==> src/rtl/alu_seq_pkg.sv <==
// Shared types, flag bit positions and op-decoding helpers for the nibble-serial ALU sequencer.
package alu_seq_pkg;

    typedef enum logic [2:0] {
        ADD = 3'd0,
        ADC = 3'd1,
        SUB = 3'd2,
        SBC = 3'd3,
        AND = 3'd4,
        XOR = 3'd5,
        OR  = 3'd6,
        CP  = 3'd7
    } op_t;

    typedef enum logic [1:0] {
        IDLE = 2'd0,
        RUN  = 2'd1,
        DONE = 2'd2
    } state_t;

    localparam int FLAG_C  = 0;
    localparam int FLAG_N  = 1;
    localparam int FLAG_PV = 2;
    localparam int FLAG_X  = 3;
    localparam int FLAG_H  = 4;
    localparam int FLAG_Y  = 5;
    localparam int FLAG_Z  = 6;
    localparam int FLAG_S  = 7;

    function automatic logic op_is_sub(input op_t op);
        return (op == SUB) || (op == SBC) || (op == CP);
    endfunction

    function automatic logic op_is_logic(input op_t op);
        return (op == AND) || (op == XOR) || (op == OR);
    endfunction

    // Carry fed into nibble 0; subtraction is a + ~b + 1, so SBC borrows by dropping that 1.
    function automatic logic first_carry(input op_t op, input logic cf);
        logic c;
        c = 1'b0;
        case (op)
            ADC:     c = cf;
            SUB, CP: c = 1'b1;
            SBC:     c = ~cf;
            default: c = 1'b0;
        endcase
        return c;
    endfunction

    function automatic logic even_parity(input logic [7:0] v);
        return ~^v;
    endfunction

endpackage

==> src/rtl/alu_nibble_core.sv <==
// Combinational 4-bit ALU slice: binary or decimal-corrected add/subtract, or a bitwise logic op.
module alu_nibble_core
    import alu_seq_pkg::*;
(
    input  logic [3:0] a,
    input  logic [3:0] b,
    input  logic       cin,
    input  op_t        op,
    input  logic       sub,
    input  logic       bcd,
    output logic [3:0] nibble,
    output logic       cout
);

    logic [3:0] b_eff;
    logic [4:0] sum;

    assign b_eff = sub ? ~b : b;
    assign sum   = {1'b0, a} + {1'b0, b_eff} + {4'b0000, cin};

    // Decimal correction: adds fold 10..19 back into 0..9 with a carry; subtract borrows drop 6.
    always_comb begin
        nibble = sum[3:0];
        cout   = sum[4];
        case (op)
            AND: begin
                nibble = a & b;
                cout   = 1'b0;
            end
            XOR: begin
                nibble = a ^ b;
                cout   = 1'b0;
            end
            OR: begin
                nibble = a | b;
                cout   = 1'b0;
            end
            default: begin
                if (bcd && !sub && (sum[4] || (sum[3:0] > 4'd9))) begin
                    nibble = sum[3:0] + 4'd6;
                    cout   = 1'b1;
                end else if (bcd && sub && !sum[4]) begin
                    nibble = sum[3:0] - 4'd6;
                end
            end
        endcase
    end

endmodule

==> src/rtl/alu_nibble_seq.sv <==
// Nibble-serial WIDTH-bit ALU sequencer producing a result and a Z80-format flag byte.
// Decimal mode is built only when ALU_SEQ_BCD_EN is defined; otherwise the bcd input is ignored.
module alu_nibble_seq
    import alu_seq_pkg::*;
#(
    parameter int WIDTH = 8
) (
    input  logic             clk,
    input  logic             reset,
    input  logic             start,
    input  op_t              op,
    input  logic [WIDTH-1:0] op1,
    input  logic [WIDTH-1:0] op2,
    input  logic             cf_in,
    input  logic             bcd,
    output logic             busy,
    output logic             done,
    output logic [WIDTH-1:0] result,
    output logic [7:0]       flags
);

    localparam int NIBBLES = WIDTH / 4;
    localparam int IDX_W   = $clog2(NIBBLES);
    localparam logic [IDX_W-1:0] LAST_IDX = IDX_W'(NIBBLES - 1);

    state_t           state;
    logic [IDX_W-1:0] idx;
    logic [WIDTH-1:0] a_sh;
    logic [WIDTH-1:0] b_sh;
    logic [WIDTH-1:0] op1_q;
    logic [WIDTH-5:0] sum_acc;
    op_t              op_q;
    logic             sub_q;
    logic             logic_q;
    logic             carry_q;
    logic             bcd_q;
    logic             h_q;
    logic [1:0]       yx_q;

    logic             bcd_sel;
    logic [3:0]       nib;
    logic             nib_cout;
    logic [WIDTH-1:0] full_sum;
    logic [WIDTH-1:0] res_next;
    logic [7:0]       flags_next;
    logic             b_msb;
    logic             overflow;

`ifdef ALU_SEQ_BCD_EN
    assign bcd_sel = bcd;
`else
    assign bcd_sel = bcd & 1'b0;
`endif

    alu_nibble_core u_core (
        .a      (a_sh[3:0]),
        .b      (b_sh[3:0]),
        .cin    (carry_q),
        .op     (op_q),
        .sub    (sub_q),
        .bcd    (bcd_sel & bcd_q),
        .nibble (nib),
        .cout   (nib_cout)
    );

    // On the last nibble the slice inputs hold the operand msbs, so overflow is judged there.
    assign full_sum = {nib, sum_acc};
    assign b_msb    = sub_q ? ~b_sh[3] : b_sh[3];
    assign overflow = (a_sh[3] == b_msb) && (nib[3] != a_sh[3]);

    always_comb begin
        res_next            = (op_q == CP) ? op1_q : full_sum;
        flags_next          = '0;
        flags_next[FLAG_S]  = full_sum[WIDTH-1];
        flags_next[FLAG_Z]  = (full_sum == '0);
        flags_next[FLAG_Y]  = (op_q == CP) ? yx_q[1] : full_sum[5];
        flags_next[FLAG_X]  = (op_q == CP) ? yx_q[0] : full_sum[3];
        flags_next[FLAG_H]  = logic_q ? (op_q == AND) : (h_q ^ sub_q);
        flags_next[FLAG_PV] = (logic_q || bcd_q) ? even_parity(full_sum[7:0]) : overflow;
        flags_next[FLAG_N]  = sub_q;
        flags_next[FLAG_C]  = logic_q ? 1'b0 : (nib_cout ^ sub_q);
    end

    always_ff @(posedge clk or posedge reset) begin
        if (reset) begin
            state   <= IDLE;
            idx     <= '0;
            busy    <= 1'b0;
            done    <= 1'b0;
            result  <= '0;
            flags   <= '0;
            a_sh    <= '0;
            b_sh    <= '0;
            op1_q   <= '0;
            sum_acc <= '0;
            op_q    <= ADD;
            sub_q   <= 1'b0;
            logic_q <= 1'b0;
            carry_q <= 1'b0;
            bcd_q   <= 1'b0;
            h_q     <= 1'b0;
            yx_q    <= '0;
        end else begin
            done <= 1'b0;
            case (state)
                RUN: begin
                    a_sh    <= a_sh >> 4;
                    b_sh    <= b_sh >> 4;
                    sum_acc <= full_sum[WIDTH-1:4];
                    carry_q <= nib_cout;
                    if (idx == '0) begin
                        h_q <= nib_cout;
                    end
                    if (idx == LAST_IDX) begin
                        state  <= DONE;
                        busy   <= 1'b0;
                        done   <= 1'b1;
                        result <= res_next;
                        flags  <= flags_next;
                        idx    <= '0;
                    end else begin
                        idx <= idx + IDX_W'(1);
                    end
                end
                // IDLE and DONE both accept a new request.
                default: begin
                    if (start) begin
                        state   <= RUN;
                        busy    <= 1'b1;
                        idx     <= '0;
                        a_sh    <= op1;
                        b_sh    <= op2;
                        op1_q   <= op1;
                        sum_acc <= '0;
                        op_q    <= op;
                        sub_q   <= op_is_sub(op);
                        logic_q <= op_is_logic(op);
                        carry_q <= first_carry(op, cf_in);
                        bcd_q   <= bcd_sel;
                        yx_q    <= {op2[5], op2[3]};
                    end else begin
                        state <= IDLE;
                    end
                end
            endcase
        end
    end

endmodule

==> config.mk <==
export PLATFORM = sky130hd
export DESIGN_NAME = alu_nibble_seq
export DESIGN_NICKNAME = d
export VERILOG_FILES = /design/src/rtl/alu_seq_pkg.sv /design/src/rtl/alu_nibble_core.sv /design/src/rtl/alu_nibble_seq.sv
export SDC_FILE = /design/constraint.sdc
export NUM_CORES = 1
export LEC_CHECK = 0
export CORE_ASPECT_RATIO = 1.1
export CORE_MARGIN = 2
export CORE_UTILIZATION = 60
export DETAILED_ROUTE_END_ITERATION = 8
export GPL_ROUTABILITY_DRIVEN = 1
export HOLD_SLACK_MARGIN = 0.08
export PLACE_DENSITY = 0.89
export SLEW_MARGIN = 10
export SYNTH_ARGS = -nofsm -noshare
export SYNTH_HDL_FRONTEND = slang
export SYNTH_HIERARCHICAL = 1
export SYNTH_SLANG_ARGS = --single-unit
==> constraint.sdc <==
create_clock -name clk -period 6.3 [get_ports clk]
set_input_delay 1.575 -clock clk [delete_from_list [all_inputs] [get_ports clk]]
set_output_delay 1.575 -clock clk [all_outputs]
set_load 0.01 [all_outputs]
# Word level (Yosys, flattened, before mapping)
# Index checks and enable logic that the tools add are counted.
# classes
addsub	3
n_reduce_logical	14
muxes	30
n_eq_ne	15
n_bitwise	10
# ops
op	count
8-bit 2-to-1 mux	5
3-bit == test, second input constant	8
1-bit 2-to-1 mux	18
4-bit 2-to-1 mux	3
4-bit case mux with 3 select lines	1
8-bit zero test	1
2-bit AND reduction	4
8-bit XNOR reduction	1
3-bit by 2-bit == test with 1-bit output, second input constant	2
4-bit by 4-bit adder with 5-bit output	1
5-bit by 1-bit adder with 5-bit output	1
4-bit AND	1
1-bit logical OR	4
2-bit 2-to-1 mux	2
1-bit inverter	4
4-bit inverter	1
4-bit OR	1
4-bit XOR	1
3-bit by 1-bit == test with 1-bit output, second input constant	1
1-bit case mux with 3 select lines	1
3-bit OR reduction	1
2-bit by 1-bit == test with 1-bit output, second input constant	1
2-bit != test, second input constant	1
2-bit nonzero test	1
6 further kinds	7
# totals
output_inout_bits	18
register_bits	58
inputBits	24

# Longest topological paths before layout
# depth
depth_word	8
ltp_mapped	17
ltp_nobuf	16

# Cells and area by module
# Netlist, hierarchy kept.
# modules_own_cells
mod	area_per_inst_um2	n_inst	cells_per_inst
alu_nibble_seq	2562.5	1	240
alu_nibble_core	675.6	1	86

# Worst setup path after synthesis
# No wires, ideal clock.
# synth_path
path_type	register to register
startpoint	register sub_q
endpoint	register flags[2]
setup_slack_ps	2944
n_path_buf	1
setup_time_ps	82
period_less_slack_ps	3356
arrival_ps	3274
stages_incl_launch_ff	15
path_cell_list	dfrtp_1 > buf_2 > xor2_1 > fa_1 > fa_1 > xnor2_2 > o311ai_0 > a21oi_1 > a221oi_2 > inv_1 > ha_1 > xnor2_1 > xnor2_1 > nand2_1 > a31oi_1
# synth_via
word_cells_on_any_way	10
cone_classes	add/sub: 2; eq/ne: 2; mux: 4; reduce/logical: 2
# synth_rtl
element	line	text
from (decl)	alu_nibble_seq.sv:33	logic sub_q;
from (signal assigned)	alu_nibble_seq.sv:136	sub_q <= op_is_sub(op);
4-bit 2-to-1 mux	alu_nibble_core.sv:18	assign b_eff = sub ? ~b : b;
4-bit by 4-bit adder with 5-bit output	alu_nibble_core.sv:19	assign sum = {1'b0, a} + {1'b0, b_eff} + {4'b0000, cin};
5-bit by 1-bit adder with 5-bit output	alu_nibble_core.sv:19	
4-bit case mux with 3 select lines	alu_nibble_core.sv:25	case (op)
named net nib[1]	alu_nibble_seq.sv:41	logic [3:0] nib;
8-bit XNOR reduction	alu_seq_pkg.sv:52	return ~^v;
1-bit 2-to-1 mux	alu_nibble_seq.sv:79	flags_next[FLAG_PV] = (logic_q || bcd_q) ? even_parity(full_sum[7:0]) : overflow;
to (signal assigned)	alu_nibble_seq.sv:119	flags <= flags_next;
to (decl)	alu_nibble_seq.sv:19	output logic [7:0] flags
# The timed path passes the listed nets, and every way through them passes these cells.
# A chain may end at the register's enable or synchronous reset.

# Worst setup path in the final report
# Ends and elaborated chain as after synthesis.

==> results.toml <==
[status]
status = "finished clean"

[routing]
routedWlPerCell_um = 15.4
drt-initial-drc-count = 223
dr.pass1.iters = 4
drc = 0
vias = 2553
wirelength_um = 6920
antenna_left = 0
routed_via_density = 5.69

[global_routing]
grt-ovfl-total = 0
grt.total_usage_pct = 25.8
grt_pass1_vias = 2530
grt_max_degree = 59
antenna_found_initial = 0
grt_pass1_wl_um = 11700

[min_path]
holdPathStages = 2
hold_start = "b_sh[6]"
worst_hold_path.endpoint = "b_sh[2]"
hold_path.class = "flip-flop to flip-flop"

[logic_synthesis]
seq_area_frac_synth_pct = 44.8
postSynthAreaPerCell_um2 = 9.93
synth-edff-count = 0
synth_cells = 326
synth.cell_area_um2 = 3240
synth_warnings = 6
ys_types = 52
ys_ff_latch = 58
ys_async_sr_fraction_pct = 100
synth_top_flop_cell = "dfrtp_1"

[cells_and_area]
diodes = 0
drive_above_1_share_pct = 11.5
final_net_count = 413
utilization_pct = 73.0
final_cell_count_no_fill = 449
area_growth_pct = 19.3

[clocking]
clkTransAtPathRegs_ns = 0.06
clock_sinks = 58
clock_path_buffers = 2
cts_tree = "built"
cts_inserted_buffers = 9
cts-root-buf = "clkbuf_8"
clkLatencyLatePin_ns = 0.35
ctsResizeCount = 0
hold_buffers = 0
htree_levels = 3
post-cts-setup-buffer-count = 0

[worst_setup_path]
reg2reg_to = "flags[2]"
startpoint_type = "flip-flop"
path_max_fanout = 14
r2r_setup_slack_ns = 2.45
reg2regPathDepth = 14
required_ns = 6.56
worstSetupPathType = "flip-flop to flip-flop"
end_kind = "flip-flop"
crit_arrival_ns = 4.11
r2r_start = "sub_q"

[placed_design]
gp_congestion = 0.895
place_inst = 433
dp_hpwl_um = 4850
port_buffers = 40

[timing]
hold_viol = 0
relSlewSlack_pct = 52.7
fin_crit_ns = 3.85
rsz0062_at_grt = "no"
setup_tns_ns = 0
timing.final.crit_share_pct = 61.2
setup_viol = 0
max_clock_freq_mhz = 259
worst_pin_slew_ns = 0.701
fin_skew_ns = 0.0148
report.final.slew_viol_count = 0
hold_slack_ns = 0.478

[floorplan]
io-pin-count = 42
die_w_um = 74.0
initial_core_util_pct = 61.2
rows = 28
die_y_um = 81.1
fp.coreArea_um2 = 5290
die_area_um2 = 6000

[run]
maxCapViolCount = 0
state kept, by name, indices dropped and copies added (netlist names), 2 cells and up:
| register | flops |
|---|---|
| a_sh | 8 |
| b_sh | 8 |
| flags | 8 |
| op1_q | 8 |
| op_q | 3 |
| result | 8 |
| state | 2 |
| sum_acc | 4 |
| yx_q | 2 |
worst max-delay path by stage:
| stage | from | to | slack (ns) |
|---|---|---|---|
| floorplan | sub_q | flags[2] | 2.94 |
| global placement | sub_q | flags[2] | 2.68 |
| detailed placement | sub_q | flags[2] | 2.53 |
| CTS | sub_q | flags[2] | 2.49 |
| global route | sub_q | flags[2] | 2.16 |
| finish | sub_q | flags[2] | 2.45 |
cells in the final DEF (no fill, tap or decap), types with 2 or more instances in the layout:
master,Yosys,final
dfrtp_1,58,58
clkdlybuf4s50_1,0,40
nand2_1,38,38
nor2_1,25,25
inv_1,23,22
mux2i_1,19,19
a21oi_1,19,19
ha_1,18,18
o21ai_0,17,17
o21ai_1,14,14
mux2_2,12,12
clkbuf_8,0,10
conb_1,1,6
xnor2_1,5,5
xor2_1,5,5
mux2_1,4,4
and2_1,4,4
o31ai_1,4,4
clkinv_2,1,4
o22ai_1,4,4
nand3_1,3,3
buf_4,4,3
nand2_2,2,2
and3_1,2,2
inv_2,1,2
nor4_1,2,2
a31oi_1,2,2
nand2b_1,2,2
o311ai_0,2,2
fa_1,2,2
final cells by class:
| type | instances | area (um2) |
|---|---|---|
| Tap cell | 75 | 93.8 |
| Multi-Input combinational cell | 232 | 1610 |
| Fill cell | 369 | 1430 |
| Timing Repair Buffer | 43 | 423 |
| Inverter | 25 | 95.1 |
| Clock buffer | 11 | 141 |
| Clock inverter | 5 | 53.8 |
| Sequential cell | 58 | 1450 |
synthesized netlist by cell type (all sizes together), types with 2 or more instances:
| master | count | area share, % |
|---|---|---|
| ha | 18 | 7.0 |
| inv | 24 | 2.8 |
| mux2i | 19 | 5.9 |
| nand3 | 3 | 0.46 |
| nor2 | 25 | 2.9 |
| and3 | 2 | 0.39 |
| fa | 2 | 1.2 |
| a31oi | 2 | 0.39 |
| xnor2 | 6 | 1.9 |
| o21ai | 32 | 5.1 |
| mux2 | 16 | 5.6 |
| buf | 15 | 3.2 |
| nor4 | 2 | 0.39 |
| nand2 | 40 | 4.8 |
| o31ai | 5 | 1.3 |
| o311ai | 2 | 0.54 |
| dfrtp | 58 | 45 |
| o22ai | 4 | 0.77 |
| a21oi | 19 | 2.9 |
| xor2 | 5 | 1.4 |
| nand2b | 3 | 0.66 |
| and2 | 4 | 0.77 |
per-layer routing:
metal  routed length, um  track usage, %
met1                2880            31.9
met2                3580            43.1
met3                 334            7.32
met4                 132            9.09
met5                   0               0
metrics by stage:
stage	worst slack (ns)	cell area (um2)
floorplan	2.94	3260
global placement	2.68	3670
detailed placement	2.53	3670
CTS	2.49	3860
global route	2.16	3860
finish	2.45	3860
critical path, stage by stage (launching register included):
cell     delay (ns)
dfrtp_1        0.76
xor2_1         0.17
fa_1           0.44
fa_1           0.45
xnor2_2        0.32
nor2_1         0.09
o21ai_0        0.18
a21oi_1        0.09
a221o_1        0.36
inv_1          0.10
ha_1           0.24
xnor2_1        0.20
xnor2_1        0.14
nand2_1        0.07
a31oi_1        0.16
cell families (layout without fill, tap and decap cells):
kind of cell,count (synthesis),count (layout),share of synthesized area (%)
and+or+nand+nor,87,87,12.3
AOI/OAI and AO/OA,73,73,13.6
DFF,58,58,44.8
buffers and inverters,41,84,6.26
muxes,35,35,11.4
adders and majority gates,20,20,8.19
xor gates and xnor gates,11,11,3.21
other,1,6,0.116
Power is left out: the tool's default activity adds up to more than one toggle a clock period on the data nets, which glitch-free logic cannot reach.
